<file path="src/rtl/mem_bus_pkg.sv">
// Shared types and constants for the MIO bus initiator.
// MEM_SUBWORD_EN enables half/byte accesses (RMW_RD state and lane logic).
package mem_bus_pkg;

    localparam int CNT_W = 4;

    localparam logic [1:0] SZ_WORD = 2'b00;
    localparam logic [1:0] SZ_HALF = 2'b01;
    localparam logic [1:0] SZ_BYTE = 2'b10;

    typedef enum logic [2:0] {
        IDLE,
        RD,
        WR,
        ERR,
        DONE
`ifdef MEM_SUBWORD_EN
        ,
        RMW_RD
`endif
    } state_t;

endpackage

</file>
<file path="src/rtl/mem_bus_if.sv">
// Request/response handshake plus MIO bus signals of the CPU-side initiator.
interface mem_bus_if;

    logic        req;
    logic        we;
    logic [1:0]  size;
    logic        uns;
    logic [31:0] addr;
    logic [31:0] wdata;
    logic [31:0] rdata;
    logic        busy;
    logic        done;
    logic        misalign;
    logic [31:0] addr_bus;
    logic [31:0] Cpu_data2bus;
    logic        mem_w;
    logic [31:0] Cpu_data4bus;

    modport master (
        input  req, we, size, uns, addr, wdata, Cpu_data4bus,
        output rdata, busy, done, misalign, addr_bus, Cpu_data2bus, mem_w
    );

    modport slave (
        output req, we, size, uns, addr, wdata, Cpu_data4bus,
        input  rdata, busy, done, misalign, addr_bus, Cpu_data2bus, mem_w
    );

endinterface

</file>
<file path="src/rtl/mem_lane_align.sv">
// Little-endian lane extraction/extension for loads and lane merge for
// read-modify-write stores. Purely combinational; used under MEM_SUBWORD_EN.
module mem_lane_align
    import mem_bus_pkg::*;
(
    input  logic [31:0] word,
    input  logic [1:0]  addr_lo,
    input  logic [1:0]  size,
    input  logic        uns,
    input  logic [31:0] wdata,
    output logic [31:0] load_val,
    output logic [31:0] merged
);

    function automatic logic [31:0] ext8(input logic [7:0] v, input logic zx);
        logic signed [7:0]  s;
        logic signed [31:0] w;
        s = v;
        w = s;
        return zx ? {24'b0, v} : w;
    endfunction

    function automatic logic [31:0] ext16(input logic [15:0] v, input logic zx);
        logic signed [15:0] s;
        logic signed [31:0] w;
        s = v;
        w = s;
        return zx ? {16'b0, v} : w;
    endfunction

    logic [7:0]  byte_v;
    logic [15:0] half_v;

    // Select addressed lane, extend it, and build the merged store word
    always_comb begin
        byte_v = word[7:0];
        case (addr_lo)
            2'd1:    byte_v = word[15:8];
            2'd2:    byte_v = word[23:16];
            2'd3:    byte_v = word[31:24];
            default: byte_v = word[7:0];
        endcase
        half_v = addr_lo[1] ? word[31:16] : word[15:0];

        load_val = word;
        merged   = wdata;
        case (size)
            SZ_BYTE: begin
                load_val = ext8(byte_v, uns);
                merged   = word;
                case (addr_lo)
                    2'd1:    merged[15:8]  = wdata[7:0];
                    2'd2:    merged[23:16] = wdata[7:0];
                    2'd3:    merged[31:24] = wdata[7:0];
                    default: merged[7:0]   = wdata[7:0];
                endcase
            end
            SZ_HALF: begin
                load_val = ext16(half_v, uns);
                merged   = word;
                if (addr_lo[1]) merged[31:16] = wdata[15:0];
                else            merged[15:0]  = wdata[15:0];
            end
            default: begin
                load_val = word;
                merged   = wdata;
            end
        endcase
    end

endmodule

</file>
<file path="src/rtl/mem_bus_master.sv">
// CPU-side MIO bus initiator: one load/store per request, absorbs read
// latency of WAIT_CYCLES, optional sub-word access via read-modify-write
// when MEM_SUBWORD_EN is defined.
module mem_bus_master
    import mem_bus_pkg::*;
#(
    parameter int WAIT_CYCLES = 1
) (
    input  logic     clk,
    input  logic     rst,
    mem_bus_if.master bus
);

    state_t            state, state_nx;
    logic [CNT_W-1:0]  cnt;
    logic [31:0]       rdata_r;
    logic [31:0]       addr_bus_r;
    logic [31:0]       data2bus_r;
    logic              misal_req;
    logic              sub_req;
    logic [31:0]       load_val;

`ifdef MEM_SUBWORD_EN
    logic [1:0]  addr_lo_q;
    logic [1:0]  size_q;
    logic        uns_q;
    logic [31:0] wdata_q;
    logic [31:0] store_val;

    // Hold request fields the lane logic needs after the accept edge
    always_ff @(posedge clk) begin
        if (state == IDLE && bus.req) begin
            addr_lo_q <= bus.addr[1:0];
            size_q    <= bus.size;
            uns_q     <= bus.uns;
            wdata_q   <= bus.wdata;
        end
    end

    mem_lane_align u_lane (
        .word     (bus.Cpu_data4bus),
        .addr_lo  (addr_lo_q),
        .size     (size_q),
        .uns      (uns_q),
        .wdata    (wdata_q),
        .load_val (load_val),
        .merged   (store_val)
    );

    // Classify the incoming request; size 11 behaves as a word
    always_comb begin
        sub_req   = (bus.size == SZ_HALF) || (bus.size == SZ_BYTE);
        misal_req = (bus.addr[1:0] != 2'b00);
        if (bus.size == SZ_HALF)      misal_req = bus.addr[0];
        else if (bus.size == SZ_BYTE) misal_req = 1'b0;
    end
`else
    logic unused_sub;
    assign unused_sub = ^{bus.size, bus.uns};
    assign load_val   = bus.Cpu_data4bus;

    // Every access is a word access in this build
    always_comb begin
        sub_req   = 1'b0;
        misal_req = (bus.addr[1:0] != 2'b00);
    end
`endif

    // State register
    always_ff @(posedge clk) begin
        if (rst) state <= IDLE;
        else     state <= state_nx;
    end

    // Next-state decode
    always_comb begin
        state_nx = state;
        case (state)
            IDLE: begin
                if (bus.req) begin
                    if (misal_req)    state_nx = ERR;
                    else if (!bus.we) state_nx = RD;
`ifdef MEM_SUBWORD_EN
                    else if (sub_req) state_nx = RMW_RD;
`endif
                    else              state_nx = WR;
                end
            end
            RD:      if (cnt == '0) state_nx = DONE;
`ifdef MEM_SUBWORD_EN
            RMW_RD:  if (cnt == '0) state_nx = WR;
`endif
            WR:      state_nx = DONE;
            ERR:     state_nx = IDLE;
            DONE:    state_nx = IDLE;
            default: state_nx = IDLE;
        endcase
    end

    // Bus address/data registers, wait counter and load result
    always_ff @(posedge clk) begin
        if (rst) begin
            rdata_r    <= '0;
            addr_bus_r <= '0;
            data2bus_r <= '0;
            cnt        <= '0;
        end else begin
            case (state)
                IDLE: begin
                    if (bus.req && !misal_req) begin
                        addr_bus_r <= {bus.addr[31:2], 2'b00};
                        cnt        <= CNT_W'(WAIT_CYCLES);
                        if (bus.we && !sub_req) data2bus_r <= bus.wdata;
                    end
                end
                RD: begin
                    if (cnt == '0) rdata_r <= load_val;
                    else           cnt     <= cnt - 1'b1;
                end
`ifdef MEM_SUBWORD_EN
                RMW_RD: begin
                    if (cnt == '0) data2bus_r <= store_val;
                    else           cnt        <= cnt - 1'b1;
                end
`endif
                default: ;
            endcase
        end
    end

    assign bus.rdata        = rdata_r;
    assign bus.addr_bus     = addr_bus_r;
    assign bus.Cpu_data2bus = data2bus_r;
    assign bus.mem_w        = (state == WR);
    assign bus.busy         = (state != IDLE);
    assign bus.done         = (state == DONE) || (state == ERR);
    assign bus.misalign     = (state == ERR);

endmodule

</file>
<file path="src/flat_wrapper.sv">
// flat-port wrapper written by rule: the top's interface ports become plain ports
module mem_bus_master_flat import mem_bus_pkg::*;
#(
    parameter int WAIT_CYCLES = 1
)
  (clk, rst, bus_req, bus_we, bus_size, bus_uns, bus_addr, bus_wdata, bus_Cpu_data4bus, bus_rdata, bus_busy, bus_done, bus_misalign, bus_addr_bus, bus_Cpu_data2bus, bus_mem_w);
  mem_bus_if bus_i ();
  input  logic clk;
  input  logic rst;
  input wire logic [$bits(bus_i.req)-1:0] bus_req;
  input wire logic [$bits(bus_i.we)-1:0] bus_we;
  input wire logic [$bits(bus_i.size)-1:0] bus_size;
  input wire logic [$bits(bus_i.uns)-1:0] bus_uns;
  input wire logic [$bits(bus_i.addr)-1:0] bus_addr;
  input wire logic [$bits(bus_i.wdata)-1:0] bus_wdata;
  input wire logic [$bits(bus_i.Cpu_data4bus)-1:0] bus_Cpu_data4bus;
  output wire logic [$bits(bus_i.rdata)-1:0] bus_rdata;
  output wire logic [$bits(bus_i.busy)-1:0] bus_busy;
  output wire logic [$bits(bus_i.done)-1:0] bus_done;
  output wire logic [$bits(bus_i.misalign)-1:0] bus_misalign;
  output wire logic [$bits(bus_i.addr_bus)-1:0] bus_addr_bus;
  output wire logic [$bits(bus_i.Cpu_data2bus)-1:0] bus_Cpu_data2bus;
  output wire logic [$bits(bus_i.mem_w)-1:0] bus_mem_w;
  assign bus_i.req = bus_req;
  assign bus_i.we = bus_we;
  assign bus_i.size = bus_size;
  assign bus_i.uns = bus_uns;
  assign bus_i.addr = bus_addr;
  assign bus_i.wdata = bus_wdata;
  assign bus_i.Cpu_data4bus = bus_Cpu_data4bus;
  assign bus_rdata = bus_i.rdata;
  assign bus_busy = bus_i.busy;
  assign bus_done = bus_i.done;
  assign bus_misalign = bus_i.misalign;
  assign bus_addr_bus = bus_i.addr_bus;
  assign bus_Cpu_data2bus = bus_i.Cpu_data2bus;
  assign bus_mem_w = bus_i.mem_w;
  mem_bus_master #(.WAIT_CYCLES(WAIT_CYCLES)) u_core (.clk(clk), .rst(rst), .bus(bus_i));
endmodule
</file>
<file path="config.mk">
export PLATFORM = sky130hd
export DESIGN_NAME = mem_bus_master_flat
export DESIGN_NICKNAME = d
export VERILOG_FILES = /design/src/rtl/mem_bus_pkg.sv /design/src/rtl/mem_bus_if.sv /design/src/rtl/mem_lane_align.sv /design/src/rtl/mem_bus_master.sv /design/src/flat_wrapper.sv
export SDC_FILE = /design/constraint.sdc
export NUM_CORES = 1
export LEC_CHECK = 0
export ABC_AREA = 1
export BUFFER_PORTS_ARGS = -buffer_cell sky130_fd_sc_hd__buf_2
export CAP_MARGIN = 20
export CORE_MARGIN = 5
export CORE_UTILIZATION = 44
export CTS_CLUSTER_DIAMETER = 150
export CTS_CLUSTER_SIZE = 40
export DETAILED_ROUTE_END_ITERATION = 6
export HOLD_SLACK_MARGIN = 0.12
export PLACE_DENSITY = 0.83
export SETUP_SLACK_MARGIN = 0.15
export SLEW_MARGIN = 20
export SYNTH_ARGS = -nofsm -noshare
export SYNTH_HDL_FRONTEND = slang
export SYNTH_SLANG_ARGS = --single-unit
</file>
<file path="constraint.sdc">
create_clock -name clk -period 1.55 [get_ports clk]
set_input_delay 0.2325 -clock clk [delete_from_list [all_inputs] [get_ports clk]]
set_output_delay 0.2325 -clock clk [all_outputs]
set_load 0.01 [all_outputs]
</file>
==> metrics.md <==
| Metric | Value |
|---|---|
| Outcome | `finished clean` |
| Die width | `just over 100 um` |
| CTS buffer count | `9` |
| Placed cell area | `~4700 um2` |
| Die Span Y | `just over 100 um` |
| Leak | `2.91 nW` |
| FF/Latch Area | `~2000 um2` |
| Vias in the first global route | `slightly above 4000` |
| Total Routing Usage GR | `0.226` |
| DR vias | `between 4000 and 5000` |
| CTS tree | `done` |
| Number of synthesis warnings | `0` |
| Final setup fails | `0` |
| HPWL Detailed | `approximately 7.6 mm` |
| Worst slew margin | `0.562` |
| Layout cells sized above 1 | `0.328` |
| Rows | `33` |
| Startpoint types | `register` |
| Critical Path Fanout Max | `11` |
| Post-route design area | `5760 um2` |
| Clock skew | `about 0.014 ns` |
| H-tree levels | `3` |
| Nets | `between 800 and 900` |
| Mean Syn Cell Area | `around 7.7 um2` |
| Min Clock Period, post-route | `1.37 ns` |
| Bufs on Longest Clock Path | `2` |
| Clock root cell | `clkbuf_8` |
| Largest net degree at the start of global routing | `50` |
| Area of the multi-input gates | `1500 um2` |
| Cells on worst reg2reg path | `8` |
| WP data required | `roughly 1.8 ns` |
| RSZ-0062 raised after global routing | `true` |
| I/O pin total | `between 200 and 250` |
| Inst Count DP | `about 760` |
| Fillers | `between 600 and 700` |
| Worst Tran Pin Value | `between 0.6 and 0.7 ns` |
| Syn-to-layout area delta | `56.2%` |
| Maximum VDD drop | `between 500 and 600 uV` |
| Setup WS pre-CTS | `-0.0128 ns` |
| Mean routed wirelength per cell | `around 15 um` |
| Core box area | `a little over 8000 um2` |
| Clock latency on the worst-skew pair | `between 0.3 and 0.4 ns` |
| CP Capture Type | `register` |
| Antenna Nets Post-Route | `0` |
| Pwr/cell area | `a little under 1000 nW/um2` |
| WHS Path Cells | `3` |
| Total wire length | `12.5 mm` |
| Yosys reg bits | `roughly 100` |
| Maximum achievable frequency | `730 MHz` |
| Final cell count without fillers | `~850` |
| First DRT Iteration DRCs | `139` |
| Initial Utilization | `0.451` |
| Final Max Slew Viols | `0` |
| Post-route DRC | `0` |
| Cell count after synthesis | `between 400 and 500` |
| Critical path arrival | `1.61 ns` |
| Hold Crit Class | `primary input to register` |
| Pwr Total | `5.72 mW` |
| Sequential-to-total area share from yosys stat | `0.548` |
| Die footprint | `just over 10000 um2` |
| Setup TNS | `0 ns` |
| Clock slew at reported path FFs | `about 0.090 ns` |
| Port buffer count | `just under 200` |
| First-pass GRT wire length | `18.9 mm` |
| Router iterations before antenna repair | `4` |
| Initial antenna violation count | `0` |
| # clock sinks | `just over 100` |
| Final period util | `0.884` |
| Gpl congestion | `roughly 0.76` |
| GRT Residual Overflow | `0` |
| Crit Path Class | `register to register` |
| Setup slack after layout | `about 0.18 ns` |
| N_diodes | `0` |
| Max Cap Viol | `0` |
| Vias per std cell | `4.90` |
| Count of different cell masters after synthesis | `20` |
| Post-synth design cell area | `~3700 um2` |
| Final hold violation count | `0` |
## final timing paths
path | slack (ns) | to | startpoint
hold reg to reg | 0.48 | u_core.bus.addr_bus[14] | u_core.bus.addr_bus[14]
setup / recovery | 0.18 | u_core.bus.rdata[10] | u_core.cnt[1]
hold / removal | 0.13 | u_core.bus.rdata[29] | bus_Cpu_data4bus[29]
setup reg to reg | 0.18 | u_core.bus.rdata[10] | u_core.cnt[1]
## cells in the final DEF (no fill, tap or decap), types with 3 or more instances in the layout
cell           synthesis  layout
nor2_1               198     198
buf_2                 12     196
clkbuf_8               0       9
nand2_1               12      11
a21oi_1                4       4
dlygate4sd3_1          0      64
buf_6                  0       3
nand2_2                2       3
nand3_1               10       9
o21ai_0               79      68
buf_4                  9       5
o21ai_1               18      28
dfxtp_1              101      99
nor2_4                 3       3
inv_1                 12      11
buf_12                 0       4
## cell type report
| type | count | area share |
|---|---|---|
| timing repair buffer | 274 | 0.316 |
| clock inverter | 4 | 0.0130 |
| sequential | 101 | 0.351 |
| tap | 105 | 0.0228 |
| clock buffer | 10 | 0.0222 |
| inverter | 17 | 0.0146 |
| multi-input combinational | 334 | 0.260 |
## kinds of logic after synthesis
group,Yosys count,share of synthesized area
DFF,101,0.548
AOI/OAI and AO/OA,101,0.137
buffers and inverters,47,0.0611
adders and majority gates,1,0.00339
other,1,0.00102
and+or+nand+nor,229,0.249
## cells in the mapped netlist
library cell,instances,share of area
nor2_1,198,0.20
o21ai_0,79,0.11
nand3_1,10,0.014
conb_1,1,0.0010
nand2_2,2,0.0034
nand2_4,1,0.0031
nor3_1,1,0.0014
inv_2,5,0.0051
nor3b_1,1,0.0020
dfxtp_1,101,0.55
nand2_1,12,0.012
ha_1,1,0.0034
o21ai_1,18,0.024
a21oi_1,4,0.0054
buf_2,12,0.016
clkbuf_1,9,0.0092
nor2_4,3,0.0092
inv_1,12,0.012
nand3_2,1,0.0027
buf_4,9,0.018
## through the flow
| step | util | hold WS [ns] |
|---|---|---|
| 5_1_grt | 0.705 | 0.130 |
| 2_1_floorplan | - | 0.302 |
| 6_report | 0.705 | 0.133 |
| 3_3_place_gp | 0.581 | 0.453 |
| 3_5_place_dp | 0.581 | 0.461 |
| 4_1_cts | 0.686 | 0.121 |
## sequential cells by signal (all words and copies together) (netlist names)
register                 flops
u_core.bus.Cpu_data2bus     32
u_core.bus.addr_bus         30
u_core.bus.rdata            32
u_core.cnt                   4
u_core.state                 3
## critical path, stage by stage (launching register included)
cell	delay (ns)
dfxtp_1	0.36
inv_1	0.08
ha_4	0.17
nand3_4	0.11
nor2_4	0.05
buf_12	0.13
clkbuf_16	0.16
o21ai_0	0.15
nor2_1	0.06
## report_power, final
group / total (mW) / internal [mW] / switching, mW
Combinational: 1.13 / 0.535 / 0.599
Clock: 1.72 / 0.893 / 0.832
Sequential: 2.87 / 2.77 / 0.0926
Total: 5.72 / 4.20 / 1.52
## repair_timing
item | CTS | global route
buffers inserted | 0 | 1
gates resized for setup | 8 | 27
endpoints found under the hold margin | 63 | 1
hold buffers | 63 | 1
cloned | 0 | 3
endpoints found under the setup margin | 47 | 80
pin swaps | 1 | 3
## metal layers
layer,GRT usage,part of all wire,up-vias
met2,0.374,0.48,212
met1,0.269,0.39,1872
met5,0,0,-
met3,0.0702,0.10,32
met4,0.103,0.023,0
li1,-,-,2027
(Power assumes the default switching activity.)
